$ cat src/rtl/sync_fifo_byte.sv
// Byte FIFO: unreset storage array, reset pointers with an extra wrap bit,
// registered occupancy level, and push/pop strobes that are ignored when full/empty.
module sync_fifo_byte #(
  parameter int DEPTH = 16
) (
  input  logic                     clk,
  input  logic                     rst,
  input  logic                     push,
  input  logic                     pop,
  input  logic [7:0]               wdata,
  output logic [7:0]               rdata,
  output logic                     full,
  output logic                     empty,
  output logic [$clog2(DEPTH):0]   level
);

  localparam int AW = $clog2(DEPTH);
  localparam int LW = AW + 1;

  logic [7:0]    mem_q [DEPTH];
  logic [LW-1:0] wr_ptr_q, wr_ptr_d;
  logic [LW-1:0] rd_ptr_q, rd_ptr_d;
  logic [LW-1:0] level_q, level_d;
  logic          do_push, do_pop;

  // Pointer MSB is the wrap bit: equal indices with differing wrap bits means full.
  assign empty = (wr_ptr_q == rd_ptr_q);
  assign full  = (wr_ptr_q[AW-1:0] == rd_ptr_q[AW-1:0]) && (wr_ptr_q[AW] != rd_ptr_q[AW]);
  assign rdata = mem_q[rd_ptr_q[AW-1:0]];
  assign level = level_q;

  always_comb begin
    do_push  = push & ~full;
    do_pop   = pop & ~empty;
    wr_ptr_d = do_push ? wr_ptr_q + LW'(1) : wr_ptr_q;
    rd_ptr_d = do_pop  ? rd_ptr_q + LW'(1) : rd_ptr_q;
    level_d  = level_q + LW'(do_push) - LW'(do_pop);
  end

  always_ff @(posedge clk or posedge rst) begin
    if (rst) begin
      wr_ptr_q <= '0;
      rd_ptr_q <= '0;
      level_q  <= '0;
    end else begin
      wr_ptr_q <= wr_ptr_d;
      rd_ptr_q <= rd_ptr_d;
      level_q  <= level_d;
    end
  end

  always_ff @(posedge clk) begin
    if (do_push) mem_q[wr_ptr_q[AW-1:0]] <= wdata;
  end

endmodule

$ cat src/rtl/uart_tx_fifo.sv
// Byte buffer in front of uart_tx: queues producer bytes and launches one frame
// at a time, pacing on tx_busy so the producer never sees uart timing.
module uart_tx_fifo #(
  parameter  int DEPTH = 16,
  localparam int LW    = $clog2(DEPTH) + 1
) (
  input  logic          clk,
  input  logic          rst,
  input  logic          in_valid,
  input  logic [7:0]    in_data,
  output logic          in_ready,
  output logic          tx_start,
  output logic [7:0]    tx_data,
  input  logic          tx_busy,
  output logic [LW-1:0] level,
  output logic          overflow
);

  // Handshake: a byte transfers on a clk edge where in_valid & in_ready; in_valid
  // while full is dropped and latches overflow until rst.

  typedef enum logic [1:0] {
    IDLE      = 2'd0,
    LAUNCH    = 2'd1,
    WAIT_BUSY = 2'd2,
    WAIT_DONE = 2'd3
  } state_e;

  state_e     state_q, state_d;
  logic       tx_start_q, tx_start_d;
  logic [7:0] tx_data_q, tx_data_d;
  logic       overflow_q, overflow_d;

  logic       fifo_full, fifo_empty, fifo_push, fifo_pop;
  logic [7:0] fifo_head;

  assign in_ready  = ~fifo_full;
  assign fifo_push = in_valid & ~fifo_full;
  assign tx_start  = tx_start_q;
  assign tx_data   = tx_data_q;
  assign overflow  = overflow_q;

  sync_fifo_byte #(.DEPTH(DEPTH)) u_fifo (
    .clk   (clk),
    .rst   (rst),
    .push  (fifo_push),
    .pop   (fifo_pop),
    .wdata (in_data),
    .rdata (fifo_head),
    .full  (fifo_full),
    .empty (fifo_empty),
    .level (level)
  );

  always_ff @(posedge clk or posedge rst) begin
    if (rst) state_q <= IDLE;
    else     state_q <= state_d;
  end

  // The tx_busy guard in IDLE also covers a reset taken mid-frame, since
  // uart_tx itself is not reset and may still be shifting.
  always_comb begin
    state_d = state_q;
    case (state_q)
      IDLE:      if (!fifo_empty && !tx_busy) state_d = LAUNCH;
      LAUNCH:    state_d = WAIT_BUSY;
      WAIT_BUSY: if (tx_busy) state_d = WAIT_DONE;
      WAIT_DONE: if (!tx_busy) state_d = IDLE;
      default:   state_d = IDLE;
    endcase
  end

  always_comb begin
    fifo_pop   = (state_q == IDLE) && !fifo_empty && !tx_busy;
    tx_start_d = fifo_pop;
    tx_data_d  = fifo_pop ? fifo_head : tx_data_q;
    overflow_d = overflow_q | (in_valid & fifo_full);
  end

  always_ff @(posedge clk or posedge rst) begin
    if (rst) begin
      tx_start_q <= 1'b0;
      tx_data_q  <= 8'h00;
      overflow_q <= 1'b0;
    end else begin
      tx_start_q <= tx_start_d;
      tx_data_q  <= tx_data_d;
      overflow_q <= overflow_d;
    end
  end

endmodule

$ cat config.mk
export PLATFORM = sky130hd
export DESIGN_NAME = uart_tx_fifo
export DESIGN_NICKNAME = d
export VERILOG_FILES = /design/src/rtl/sync_fifo_byte.sv /design/src/rtl/uart_tx_fifo.sv
export SDC_FILE = /design/constraint.sdc
export NUM_CORES = 1
export LEC_CHECK = 0
export CORE_MARGIN = 3
export CORE_UTILIZATION = 45
export CTS_CLUSTER_SIZE = 25
export DETAILED_ROUTE_END_ITERATION = 16
export PLACE_DENSITY = 0.67
export SYNTH_ARGS = -nofsm -noshare
export SYNTH_HDL_FRONTEND = slang
export SYNTH_HIERARCHICAL = 1
export SYNTH_SLANG_ARGS = --single-unit
$ cat constraint.sdc
create_clock -name clk -period 5.5 [get_ports clk]
set_clock_uncertainty 0.05 [all_clocks]
set_input_delay 1.65 -clock clk [delete_from_list [all_inputs] [get_ports clk]]
set_output_delay 1.65 -clock clk [all_outputs]
set_load 0.01 [all_outputs]
==> impl_metrics.tcl <==
set metrics [dict create \
    final_cell_mix "edfxtp_1 (128), mux2i_1 (33), clkdlybuf4s50_1 (27), dfrtp_1 (26), clkbuf_16 (17)" \
    slowest_stage "dfrtp_1" \
    path_delay_family "flip-flops" \
    ys_seq_elements 155 \
    drt_pass1_iterations 4 \
    insertion_delay_ns 0.42 \
    cts_resized 0 \
    vias 3362 \
    grt_max_degree 52 \
    powerDensity_nw_per_um2 550 \
    holdBufCountCts 0 \
    worstMarginPinSlew_ns 1.03 \
    synth_seq_area_share_pct 68.9 \
    hold_violations 0 \
    dp.cells 571 \
    grt_usage_pct 16.5 \
    slew_violations 0 \
    layout_commonest_cell "edfxtp_1" \
    synth_fp_nets 400 \
    instances_no_fill 603 \
    grt_pass1_wl_um 19800 \
    place_congestion 0.773 \
    min_period_ns 4.72 \
    clockBufferDepth 2 \
    yosys_warnings 6 \
    criticalPathCategory "reg2out" \
    die_h_um 127 \
    clk_pin_slew_ns 0.06 \
    portBuffers 27 \
    place_hpwl_um 7890 \
    rows 43 \
    drtAntennaViolNets 0 \
    cts_setup_buffers 0 \
    grt_setup_unrepaired "false" \
    irDropWorstVdd_mv 0.269 \
    clock.fmax_ghz 0.212 \
    synthCells 374 \
    initial_core_util_pct 46.7 \
    place_area_um2 6970 \
    first_iter_violations 276 \
    yosysUniqueCellTypes 41 \
    num_io_pins 28 \
    avgSynthCellArea_um2 17.5 \
    cts.sinks 155 \
    cts.htree.levels 4 \
    drc_errors 0 \
    wl_per_cell_um 21.1 \
    fin_area_um2 7530 \
    routed_wl_um 12700 \
    start_kind "register" \
    synth.cell_area_um2 6560 \
    core_um2 14000 \
    cp.buffers_inverters 2 \
    fin_setup_tns_ns 0 \
    run_status "finished clean" \
    grt_pass1_vias 3380 \
    drive_gt1_share_pct 19.4 \
    path_max_fanout 21 \
    overflow 0 \
    root_buffer "clkbuf_16" \
    cap_violations 0 \
    layout.nets 436 \
    fin_total_pwr_uw 4140 \
    worstSetupEndpointType "output pin" \
    vias_per_cell 5.58 \
    dieArea_um2 16100 \
    slowest_delay_ns 0.97 \
    antenna_found_initial 0 \
    cts_tree "done" \
    antenna_cells 0 \
    syn_to_final_growth_pct 14.8 \
    critPathArrivalTime_ns 3.02 \
    p_leak_uw 0.00267 \
    setup_viol 0 \
    required_ns 3.80 \
    final.period_utilization_pct 85.8 \
    fp.dieW_um 127 \
    cp_cell_sequence "xnor2_1 > nand4_2 > nor2_1 > inv_1 > clkdlybuf4s50_1" \
    numCtsBuffers 17 \
    hp-class "reg2reg" \
    slew_headroom_pct 31.0 \
]
-- where the power goes --
group	total (uW)	switching, uW	leakage [uW]	internal [uW]
registers	1650	172	0.00148	1480
logic	1380	741	0.000933	637
clock network	1110	445	0.000264	665
total	4140	1360	0.00267	2780
-- layout make-up --
class                           instances  area [um^2]
Clock buffer                           20          437
Clock inverter                         12          126
Fill cell                            1093         6510
Inverter                               15         56.3
Multi-Input combinational cell        187         1840
Sequential cell                       155         4520
Tap cell                              180          225
Timing Repair Buffer                   34          323
-- cell usage after synthesis, drive strengths merged --
| cell | number | share of area, % |
|---|---|---|
| mux2 | 11 | 1.9 |
| xnor2 | 15 | 2.1 |
| fa | 1 | 0.31 |
| a221oi | 16 | 3.0 |
| nand4 | 2 | 0.29 |
| and2 | 1 | 0.095 |
| o21ai | 13 | 1.1 |
| a21oi | 4 | 0.31 |
| edfxtp | 128 | 59 |
| inv | 15 | 0.86 |
| ha | 13 | 2.5 |
| nand2b | 2 | 0.19 |
| a22oi | 8 | 0.92 |
| o211ai | 6 | 1.1 |
| and4 | 1 | 0.13 |
| nand2 | 12 | 0.69 |
| buf | 13 | 1.9 |
| nor2 | 16 | 0.92 |
| mux2i | 33 | 5.0 |
| mux4 | 16 | 5.5 |
| xor2 | 2 | 0.38 |
| nand3 | 1 | 0.076 |
| nor2b | 2 | 0.19 |
| nor3 | 7 | 0.71 |
| clkbuf | 4 | 0.25 |
| o2111ai | 1 | 0.13 |
| a21o | 3 | 0.34 |
| dfrtp | 27 | 10 |
| o311ai | 1 | 0.25 |
-- kinds of logic after synthesis --
| logic type | synth area share, % |
|---|---|
| simple gates | 3.28 |
| mux | 12.4 |
| xor+xnor | 2.50 |
| buf+inv | 2.98 |
| flops | 68.9 |
| compound gates | 7.12 |
| fa+ha+maj | 2.79 |
-- path summary, 6_finish.rpt --
| path | start | slack [ns] | cells past startpoint | end |
|---|---|---|---|---|
| hold reg to reg | overflow$_DFF_PP0_ | 0.42 | 1 | overflow$_DFF_PP0_ |
| min in group asynchronous | rst | 1.53 | 2 | tx_start$_DFF_PP0_ |
| setup / recovery | u_fifo/rd_ptr_q[1]$_DFFE_PP0P_ | 0.78 | 5 | in_ready |
| hold / removal | overflow$_DFF_PP0_ | 0.42 | 1 | overflow$_DFF_PP0_ |
| max in group asynchronous | rst | 3.38 | 2 | u_fifo/rd_ptr_q[0]$_DFFE_PP0P_ |
| setup reg to reg | u_fifo/rd_ptr_q[1]$_DFFE_PP0P_ | 1.49 | 12 | u_fifo/level[4]$_DFF_PP0_ |
-- sequential cells by signal, indices dropped and copies added, names as in the netlist --
name	count
state_q	2
tx_start	1
u_fifo/rd_ptr_q	5
u_fifo/level	5
tx_data	8
u_fifo/wr_ptr_q	5
overflow	1
u_fifo/mem_q	128
-- routing by layer --
metal / global-route usage, % / up-vias / share of wire (%)
li1: - / 1535 / -
met3: 4.25 / 19 / 5.2
met4: 6.81 / 0 / 1.8
met2: 24.5 / 80 / 48
met1: 23.5 / 1728 / 45
met5: 0 / - / 0
-- per-stage QoR --
step                utilization, %  setup slack [ns]  hold slack, ns
floorplan                        -              1.77           0.443
global placement              49.6              1.15           0.393
detailed placement            49.6              1.06           0.405
CTS                           53.6             0.727           0.418
global route                  53.6             0.566           0.442
finish                        53.6             0.782           0.416
(Power assumes the default switching activity.)
==> RTL change, RTL diff (same settings) <==
Put one more register stage on the output `overflow`, cleared by the reset. The value now appears one clock later. The other outputs are not delayed to match.
--- a/src/rtl/uart_tx_fifo.sv
+++ b/src/rtl/uart_tx_fifo.sv
@@ -38,7 +38,13 @@
   assign fifo_push = in_valid & ~fifo_full;
   assign tx_start  = tx_start_q;
   assign tx_data   = tx_data_q;
-  assign overflow  = overflow_q;
+  always_ff @(posedge clk or posedge rst) begin
+    if (rst) begin
+      overflow <= '0;
+    end else begin
+      overflow <= overflow_q;
+    end
+  end
 
   sync_fifo_byte #(.DEPTH(DEPTH)) u_fifo (
     .clk   (clk),
Function: same outputs for any inputs over 10 cycles, from zero or initial values and one cycle with rst high; that may be too few to reach the edited logic, so the function may still have changed.
==> RTL change against the unedited design <==
Count of clock-buffer cells in the layout fell by 3; sequential cell count rose by 1; wire length up 0.42%; area after synthesis is 0.38% higher; die area increased by 0.36%; final cell count grew 0.50%; power rose by 1.2%; worst setup slack gained 330 ps; cell area increased by 0.90%; critical endpoint unchanged.
==> RTL change: results (changes against the unedited design) <==
R2R Setup Slk 1820 ps (+330 ps); worst-case reg-to-reg path depth 12 (unchanged); largest cells by area after synthesis edfxtp_1 58%, dfrtp_1 11%, mux4_2 5.5%, mux2i_1 5.0%, ha_1 2.5%; max reg flops 128 (unchanged); number of flip-flops and latches 156 (+0.65%); fillcell total 1125 (+2.9%); H-tree depth 4 (unchanged); slowest stage delay, CP 690 ps (-280 ps); status finished clean; placed cell count 574 (+0.53%); Min-Delay Startpoint overflow_q; Num CTS Buffers 17 (unchanged); Worst Path Arrival 2680 ps (-340 ps); asr flop ratio synth 0.179 (+0.00529); Final min period 4380 ps (-333 ps); clock network share of area 0.0777 (+0.00296); DRT Pass-1 Iters 5 (+1); worst slack, placed 1070 ps (+6.37 ps); crit path to in_ready; final wirelength 12.8 mm (+0.42%); Mapped Avg Cell Area 17.6 um2 (+0.11%); overall routing resource usage 0.170 (+0.00470); Non-clock buffer share 0.0445 (+0.00159); clock buffer count 17 (-15%); Root Driver clkbuf_16; leakage power 0.00271 uW (+1.3%); top cell family by delay on the critical path simple AND/OR/NAND/NOR gates; Hold Path Depth 0 (-1); post-synth top area share 0.584 (-0.00223); fraction of area in registers 0.598 (-0.00205); #MultiIn Comb 187 (unchanged); Avg Vias per Cell 5.60 (+0.48%); Pint 2810 uW (+1.1%); DR iter-0 viols 341 (+24%); most frequent cells after synthesis 128 x edfxtp_1, 33 x mux2i_1, 28 x dfrtp_1, 16 x mux4_2, 16 x nor2_1; Hold Crit Class reg -> reg; vias 3395 (+0.98%); number of flops mapped to enable cells by yosys 128 (unchanged); post-DP HPWL 8.18 mm (+3.6%); Synth Warn # 6 (unchanged); P_comb 1420 uW (+3%); crit-path max FO 14 (-33%); Final Wtd Congestion 0.781 (+1.0%); worst slew pin tran 1010 ps (-20.3 ps); share of cells above drive strength 1 0.207 (+0.0127); sequential element share of the synthesized area 0.690 (+0.00118); post-synth net total 401 (+0.25%); Clock power frac 0.274 (+0.006); Non-clock buffers 36 (+5.9%); vias in the first global route 3471 (+2.7%); nets 439 (+0.69%); multi-input gate share of total cell area 0.243 (-0.00218); switching pwr 1380 uW (+1.5%); crit path launch u_fifo/rd_ptr_q[3]; Post-CTS Resized 0 (unchanged); Main synth FF type edfxtp_1; maximum vdd drop 0.000279 V (+3.7%); first-pass GRT wire length 20.2 mm (+2.4%)
==> RTL change: cell count changes in the layout (fill, tap and decap cells not counted), sizes merged <==
cell and delta:
clkbuf -3, dfrtp +1, buf +2, inv +3
==> RTL change: logic make-up after synthesis <==
family / synth area share
AOI/OAI and AO/OA: 0.0709
buffers and inverters: 0.0297
muxes: 0.124
xor gates and xnor gates: 0.0249
adders and majority gates: 0.0278
DFF: 0.690
and+or+nand+nor: 0.0327
==> RTL change: per-stage QoR <==
step                utilization  area [um2]  hold slack, ps
CTS                       0.539        7600             336
finish                    0.539        7600             336
detailed placement        0.497        7010             320
global placement          0.497        7010             316
floorplan                     -        6580             305
global route              0.539        7600             354
==> RTL change: per-layer routing <==
metal  up-vias  track usage  wire (um)
li1       1548            -          -
met1      1740        0.234       5440
met2        96        0.268       6440
met3        11       0.0392        785
met4         0       0.0618        106
met5         -            0          0
